===== src/rtl/fft_buf_pkg.sv =====
// Shared definitions for the FFT ping-pong frame buffer: address width
// helper, reader state encoding and index bit-reversal.
package fft_buf_pkg;

  localparam int MAX_IDX_W = 16;
  localparam int SEL_W     = 4;

  typedef enum logic {
    IDLE = 1'b0,
    READ = 1'b1
  } rd_state_e;

  function automatic int addr_w(input int depth);
    return $clog2(depth);
  endfunction

  // Reverses the low 'width' bits of idx; bits above width come back as zero.
  function automatic logic [MAX_IDX_W-1:0] bitrev(input logic [MAX_IDX_W-1:0] idx,
                                                  input int width);
    logic [MAX_IDX_W-1:0] rev;
    logic [SEL_W-1:0]     dst;
    logic [SEL_W-1:0]     src;
    rev = '0;
    for (int i = 0; i < MAX_IDX_W; i++) begin
      if (i < width) begin
        dst      = SEL_W'(i);
        src      = SEL_W'(width - 1 - i);
        rev[dst] = idx[src];
      end
    end
    return rev;
  endfunction

endpackage


===== src/rtl/fft_frame_buffer_sdp_ram.sv =====
// Simple dual-port RAM, single clock, one write port and one registered
// read port. Only the read register is reset; the array is not.
module sdp_ram
  import fft_buf_pkg::*;
#(
  parameter int WIDTH = 32,
  parameter int DEPTH = 64,
  localparam int AW   = addr_w(DEPTH)
) (
  input  logic             clk_i,
  input  logic             rst_n_i,
  input  logic             we_i,
  input  logic [AW-1:0]    waddr_i,
  input  logic [WIDTH-1:0] wdata_i,
  input  logic             re_i,
  input  logic [AW-1:0]    raddr_i,
  output logic [WIDTH-1:0] rdata_o
);

  logic [WIDTH-1:0] mem_q [DEPTH];
  logic [WIDTH-1:0] rdata_q;

  always_ff @(posedge clk_i) begin
    if (we_i) mem_q[waddr_i] <= wdata_i;
  end

  always_ff @(posedge clk_i or negedge rst_n_i) begin
    if (!rst_n_i)  rdata_q <= '0;
    else if (re_i) rdata_q <= mem_q[raddr_i];
  end

  assign rdata_o = rdata_q;

endmodule


===== src/rtl/fft_frame_buffer.sv =====
// Ping-pong frame buffer: the writer fills two banks alternately, the reader
// bursts one full bank per request in natural or bit-reversed order.
//
// state | meaning
// IDLE  | waiting for Request with the read bank full
// READ  | issuing one RAM read per cycle for the current frame
module fft_frame_buffer
  import fft_buf_pkg::*;
#(
  parameter int DATA_WIDTH = 32,
  parameter int FRAME_LEN  = 32,
  parameter int NUM_CH     = 1
) (
  input  logic                         clk,
  input  logic                         rst_n,
  input  logic                         wr_en,
  input  logic [NUM_CH*DATA_WIDTH-1:0] wr_data,
  output logic                         wr_full,
  output logic                         overflow,
  input  logic                         Request,
  input  logic                         rd_bitrev,
  output logic [NUM_CH*DATA_WIDTH-1:0] rd_data,
  output logic                         data_vaild,
  output logic                         data_tlast
);

  localparam int IDX_W = addr_w(FRAME_LEN);
  localparam int W     = NUM_CH * DATA_WIDTH;
  localparam logic [IDX_W-1:0] IDX_LAST = IDX_W'(FRAME_LEN - 1);

  rd_state_e        state_q, state_d;
  logic             wb_q, wb_d, rb_q, rb_d;
  logic [IDX_W-1:0] wcnt_q, wcnt_d, rcnt_q, rcnt_d;
  logic [1:0]       bank_full_q, bank_full_d;
  logic             mode_q, mode_d;
  logic             vld_q, tlast_q;
  logic             wr_go, last_issue;
  logic [IDX_W-1:0] rd_idx;

  assign wr_go      = wr_en && !bank_full_q[wb_q];
  assign last_issue = (state_q == READ) && (rcnt_q == IDX_LAST);
  assign wr_full    = bank_full_q[wb_q];
  assign overflow   = wr_en && bank_full_q[wb_q];
  assign rd_idx     = mode_q ? IDX_W'(bitrev(MAX_IDX_W'(rcnt_q), IDX_W)) : rcnt_q;

  // Writer sets and reader clears always hit different bank bits.
  always_comb begin
    wb_d        = wb_q;
    wcnt_d      = wcnt_q;
    bank_full_d = bank_full_q;
    if (wr_go) begin
      wcnt_d = wcnt_q + IDX_W'(1);
      if (wcnt_q == IDX_LAST) begin
        bank_full_d[wb_q] = 1'b1;
        wb_d              = ~wb_q;
        wcnt_d            = '0;
      end
    end
    if (last_issue) bank_full_d[rb_q] = 1'b0;
  end

  always_comb begin
    state_d = state_q;
    rb_d    = rb_q;
    rcnt_d  = rcnt_q;
    mode_d  = mode_q;
    case (state_q)
      IDLE: begin
        if (Request && bank_full_q[rb_q]) begin
          state_d = READ;
          rcnt_d  = '0;
          mode_d  = rd_bitrev;
        end
      end
      READ: begin
        rcnt_d = rcnt_q + IDX_W'(1);
        if (rcnt_q == IDX_LAST) begin
          rb_d   = ~rb_q;
          rcnt_d = '0;
          if (Request && bank_full_q[~rb_q]) mode_d = rd_bitrev;
          else                               state_d = IDLE;
        end
      end
      default: state_d = IDLE;
    endcase
  end

  always_ff @(posedge clk or negedge rst_n) begin
    if (!rst_n) begin
      state_q     <= IDLE;
      wb_q        <= 1'b0;
      rb_q        <= 1'b0;
      wcnt_q      <= '0;
      rcnt_q      <= '0;
      bank_full_q <= '0;
      mode_q      <= 1'b0;
      vld_q       <= 1'b0;
      tlast_q     <= 1'b0;
    end else begin
      state_q     <= state_d;
      wb_q        <= wb_d;
      rb_q        <= rb_d;
      wcnt_q      <= wcnt_d;
      rcnt_q      <= rcnt_d;
      bank_full_q <= bank_full_d;
      mode_q      <= mode_d;
      vld_q       <= (state_q == READ);
      tlast_q     <= last_issue;
    end
  end

  assign data_vaild = vld_q;
  assign data_tlast = tlast_q;

  sdp_ram #(
    .WIDTH (W),
    .DEPTH (2 * FRAME_LEN)
  ) u_ram (
    .clk_i   (clk),
    .rst_n_i (rst_n),
    .we_i    (wr_go),
    .waddr_i ({wb_q, wcnt_q}),
    .wdata_i (wr_data),
    .re_i    (state_q == READ),
    .raddr_i ({rb_q, rd_idx}),
    .rdata_o (rd_data)
  );

endmodule


===== config.mk =====
export PLATFORM = sky130hd
export DESIGN_NAME = fft_frame_buffer
export DESIGN_NICKNAME = d
export VERILOG_FILES = /design/src/rtl/fft_buf_pkg.sv /design/src/rtl/fft_frame_buffer_sdp_ram.sv /design/src/rtl/fft_frame_buffer.sv
export SDC_FILE = /design/constraint.sdc
export NUM_CORES = 2
export LEC_CHECK = 0
export CORE_MARGIN = 2
export CORE_UTILIZATION = 30
export CTS_BUF_LIST = sky130_fd_sc_hd__clkbuf_4
export DETAILED_ROUTE_END_ITERATION = 8
export DONT_BUFFER_PORTS = 1
export HOLD_SLACK_MARGIN = 0.12
export SYNTH_ARGS = -nofsm -noshare
export SYNTH_HDL_FRONTEND = slang
export SYNTH_SLANG_ARGS = --single-unit

===== constraint.sdc =====
create_clock -name clk -period 6 [get_ports clk]
set_input_delay 1.8 -clock clk [delete_from_list [all_inputs] [get_ports clk]]
set_output_delay 1.8 -clock clk [all_outputs]
set_load 0.05 [all_outputs]

== Word level (Yosys, flattened, before mapping) ==
Memories as Yosys holds them, arrays and structs flattened. A register that Yosys moved wholly into a read port is not among the register bits.
Cells that the tools add are included.

* $add $sub $neg: 2
* Magnitude comparators: 5
* Equal/unequal tests: 5
* Multiplexer cells: 28
* Bitwise logic cells: 6
* Reductions and logical operators: 12

{| class="wikitable"
|+ Operators with widths
! kind !! number
|-
| 5-bit two-way mux || 4
|-
| 1-bit two-way mux || 16
|-
| 5-bit by 1-bit adder with 5-bit output, second input constant || 2
|-
| 5-bit == test, second input constant || 2
|-
| 5-bit case mux with 2 select lines || 1
|-
| 1-bit logical AND || 7
|-
| 1-bit by 2-bit < comparator with 1-bit output, second input constant || 3
|-
| 2-bit two-way mux || 3
|-
| 2-bit by 1-bit != test with 1-bit output, second input constant || 2
|-
| 1-bit case mux with 2 select lines || 2
|-
| 2-bit AND reduction || 2
|-
| 1-bit inverter || 3
|-
| 3-bit AND reduction || 1
|-
| 2-bit bitwise AND || 1
|-
| 1-bit demux with 1-bit select || 2
|-
| 1-bit greater-or-equal comparator, second input constant || 2
|-
| 1-bit logical NOT || 2
|-
| 2-bit != test, second input constant || 1
|-
| 2-bit inverter || 1
|-
| 2-bit OR || 1
|}

* Bits in registers: 18
* RAM bits: 2048
* Bits of input ports: 37
* Output and inout port bits: 36
* Word-level logic and storage cells: 68
* Memories kept: 1

{| class="wikitable"
|+ Memories
! name !! words !! bits a word !! rd ports !! clocked after memory_dff !! wr ports !! line !! text
|-
| u_ram.mem_q || 64 || 32 || 1 || 1 || 1 || fft_frame_buffer_sdp_ram.sv:20 || <nowiki>logic [WIDTH-1:0] mem_q [DEPTH];</nowiki>
|}

== Depth between registers and ports, before layout ==
* Word-level depth: 9
* Depth in mapped cells: 13
* Mapped depth without buffers: 9

== Hierarchy ==
Synthesis repeated with hierarchy kept, for this count alone.

* Cell total of the unflattened synthesis: 3921
* Area, all modules: 80922.6 um^2

{| class="wikitable"
|+ Modules (own cells, without submodules)
! module !! times used !! cells an instance !! area an instance (um^2)
|-
| sdp_ram || 1 || 3843 || 79990.5
|-
| fft_frame_buffer || 1 || 78 || 932.1
|}

== Least setup slack after synthesis ==
Ideal clock, no wire load.

* Path kind: input-to-output
* Start: input port wr_en
* End: output port overflow
* Data arrival time: 2507 ps
* Required time: 4200 ps
* Slack: 1693 ps
* Stages: 1
* Cells stage by stage: nor2b_1

* Cells in the longest elaborated chain, start to end: 1

{| class="wikitable"
|+ RTL lines
! element !! line !! text
|-
| from (decl) || fft_frame_buffer.sv:16 || <nowiki>input logic wr_en,</nowiki>
|-
| 1-bit logical AND || fft_frame_buffer.sv:43 || <nowiki>assign overflow = wr_en && bank_full_q[wb_q];</nowiki>
|-
| to (decl) || fft_frame_buffer.sv:19 || <nowiki>output logic overflow,</nowiki>
|}

No other way between the ends.

== Worst setup path in the final report ==
* Start: register wb_q
* End: output port overflow

* Cells in the longest elaborated chain, start to end: 3

{| class="wikitable"
|+ RTL lines
! element !! line !! text
|-
| from (decl) || fft_frame_buffer.sv:32 || <nowiki>logic wb_q, wb_d, rb_q, rb_d;</nowiki>
|-
| from (signal assigned) || fft_frame_buffer.sv:101 || <nowiki>wb_q <= wb_d;</nowiki>
|-
| 1-bit two-way mux (implied by the code) (2 in series) || fft_frame_buffer.sv:43 ||
|-
| 1-bit logical AND || fft_frame_buffer.sv:43 ||
|}

No other way between the ends. The select of a mux whose other input is x is not followed.

==> impl_results.md <==
- Sequential-to-total area share from yosys stat: 77.9%
- Hold WC Path Type: primary input to asynchronous set/reset pin
- Combinational family with the most area after synthesis: multiplexers
- Transition time of the tightest slew-check pin: 1.24 ns
- Gr usage total: 15.6%
- Net switching power: 11.0 mW
- Outcome: finished, final reports clean
- Maximum buffer depth of the clock tree: 4
- Largest fanout on the critical path: 12
- Clock buffers created by TritonCTS: 549
- Post-synthesis sequential element count: 2098
- Total core area: 267000 um2
- Leak: 29.2 nW
- Unrepaired setup endpoints after global routing: no
- Synthesis-to-layout area growth: 14.5%
- CTS Sinks: 2098
- Total Neg Setup Slack: 0 ns
- Share of synthesized cell area in and, or, nand and nor gates: 3.31%
- Pin count of the biggest net entering global routing: 89
- Switching portion of total power: 29.2%
- Antenna-violating nets left: 0
- Share of power burned in registers: 46.5%
- XOR/XNOR share of the synthesized area: 0.0435%
- Average wire per cell in the routed design: 26.2 um
- Share of the synthesized area in compound gates (AO/OA/AOI/OAI): 2.61%
- Dominant synthesized flop cell: edfxtp_1
- Finish-stage setup viols: 0
- Die Y-Extent: 522 um
- Buffer count from post-CTS setup fixing: 0
- Synth unique cells: 63
- Fmax: 199 MHz
- Net count after synthesis: 3910
- Slew Limit Headroom: 17.0%
- Top cell type's share of synthesized area: 76.3%
- Number of buffer cells added on primary ports: 0
- Critical path origin: wb_q$_DFFE_PN0P_
- Share of post-route cells with drive strength above 1: 32.2%
- Capturing point of the worst reg2reg path: u_ram.rdata_o[15]$_DFFE_PN0P_
- Multiplexer fraction of the synthesized cell area: 14.5%
- Most common cell after layout, fill and taps aside: edfxtp_1
- Number of levels in the clock H-tree: 6
- Critical Path Sink Type: primary output
- Starting utilization of the core area: 30.1%
- Final count of hold timing violations: 0
- Startpoint type of the worst setup path: flip-flop
- Detailed-router iteration count before antenna repair: 6
- Comb power frac: 22.1%
- Fin. max-slew vios: 0
- Largest clock skew in the final design: 0.0647 ns
- Row cnt: 190
- Minimum clock period: 5.02 ns
- VDD IR-drop max: 0.248 mV
- Worst reg2reg setup slack: 1.72 ns
- Power density of the placed cells: 408 nW/um2
- Crit path arrival time: 3.22 ns
- Gate count of the mapped netlist: 3869
- Placed wire-length estimate after detailed placement: 125000 um
- Cell internal power dissipation: 26.6 mW
- Largest area contributor in the netlist: edfxtp_1
- Reg2reg path depth: 7
- Routed vias: 41800
- Insertion delay of the later-clocked pin in the worst-skew pair: 1.33 ns
- Biggest area contributors in the synthesized netlist: edfxtp_1, mux4_2, mux2i_1
- Count of maximum capacitance violations: 0
- Vias per cell: 5.08
- Gr ovfl total: 0
- Global-route wire length before repair: 307000 um
- Startpoint of the most critical register-to-register path: rcnt_q[3]$_DFFE_PN0P_
- Synth Area per Inst: 20.8 um2
- Post-synthesis share of cell area spent on full adders, half adders and majority gates: 0.0621%
- Via count of the first global-routing pass: 42300
- Type of the worst setup path: flip-flop to primary output
- Number of violations reported at the end of detailed-routing iteration 0: 4699
- Proportion of power drawn by the clock network: 31.4%
- Share of async-settable or async-resettable flops after synthesis: 2.38%
- Die width: 522 um
- CTS tree: done
- Synth Cell Area: 80600 um2
- Final core area utilization: 34.5%
- Clk slew on worst S/H paths: 0.07 ns
- Wire length after detailed routing: 216000 um
- Number of ports placed on the die boundary: 73
- Data required, critical path: 4.20 ns
- Most used cells in the layout excluding fill and tap cells: edfxtp_1, clkbuf_4, mux4_2
- Warnings, synthesis: 0
- DRC violations left: 0
- Buffer type at the clock tree root: clkbuf_4
- Total power consumption of the routed design: 37.6 mW
- GPL Wtd Cong: 0.802
- Number of flops mapped to enable cells by yosys: 2048
- Final clock period utilization by the worst path: 83.6%
- Antenna violations before repair: 13
- Total die area: 273000 um2
- Nets@finish: 4375
==> power groups by stage <==
stage               combinational [mW]  sequential [mW]  clock, mW
floorplan                         6.19             17.5          0
global placement                  8.38             17.8          0
detailed placement                8.40             17.9          0
CTS                               8.43             17.6       12.1
global route                      8.86             17.6       12.9
finish                            8.30             17.5       11.8
==> repair_timing <==
action / in CTS / in global routing
endpoints found under the hold margin: 50 / 0
hold buffers: 1 / 0
gates resized for setup: 0 / 0
==> per-layer routing <==
metal | vias to the layer above | global-route usage (%) | routed length [um]
met5 | - | 0 | 21
met4 | 4 | 4.25 | 3760
met3 | 314 | 4.59 | 21800
met2 | 2041 | 24.6 | 103000
met1 | 22100 | 20.9 | 87200
li1 | 17400 | - | -
==> worst max-delay path by stage <==
stage	to	slack, ns	cells after the start
2_1_floorplan	overflow	1.69	1
3_3_place_gp	u_ram.mem_q[8][31]$_DFFE_PP_	1.27	5
3_5_place_dp	u_ram.mem_q[8][11]$_DFFE_PP_	1.27	5
4_1_cts	overflow	0.90	3
5_1_grt	overflow	0.85	3
6_report	overflow	0.98	3
==> kinds of logic after synthesis <==
logic type / Yosys count
adders and majority gates: 4
AOI/OAI and AO/OA: 289
and+or+nand+nor: 610
DFF: 2098
xor gates and xnor gates: 4
buffers and inverters: 229
muxes: 635
==> registers in the layout, indices dropped and copies added (netlist names) <==
signal	flops
mode_q	1
data_vaild	1
u_ram.mem_q	2048
u_ram.rdata_o	32
data_tlast	1
rb_q	1
rcnt_q	5
wb_q	1
bank_full_q	2
wcnt_q	5
state_q	1
==> synthesized netlist by cell type, types with 33 or more instances <==
master,n
buf_2,54
nand2_1,310
nor2_1,90
a221oi_1,33
a31oi_1,42
clkbuf_1,102
mux2i_1,174
nand3_1,127
mux2_2,36
edfxtp_1,2048
o22ai_1,82
dfrtp_1,50
mux4_2,424
==> stage by stage <==
stage / instance area [um2] / hold slack, ns / setup slack [ns] / std cells
global placement: 85700 / 0.576 / 1.27 / 7333
detailed placement: 85700 / 0.584 / 1.27 / 7333
CTS: 92200 / 0.214 / 0.897 / 8224
finish: 92300 / 0.314 / 0.983 / 8237
global route: 92300 / 0.233 / 0.855 / 8234
floorplan: 80600 / 0.352 / 1.69 / 3869
==> worst max-delay path, cell delays in order (launching register included) <==
cell and delay, ns:
dfrtp_1 0.74, mux2i_1 0.20, buf_4 0.23, nor2b_1 0.73
==> cell type report <==
type	count	area, um2
Clock buffer	797	5980
Multi-Input combinational cell	1542	17200
Clock inverter	93	497
Inverter	7	33.8
Antenna cell	12	30.0
Timing Repair Buffer	136	1360
Fill cell	25000	175000
Sequential cell	2098	62800
Tap cell	3552	4440
Note: power is estimated with default switching activity, not from simulation.
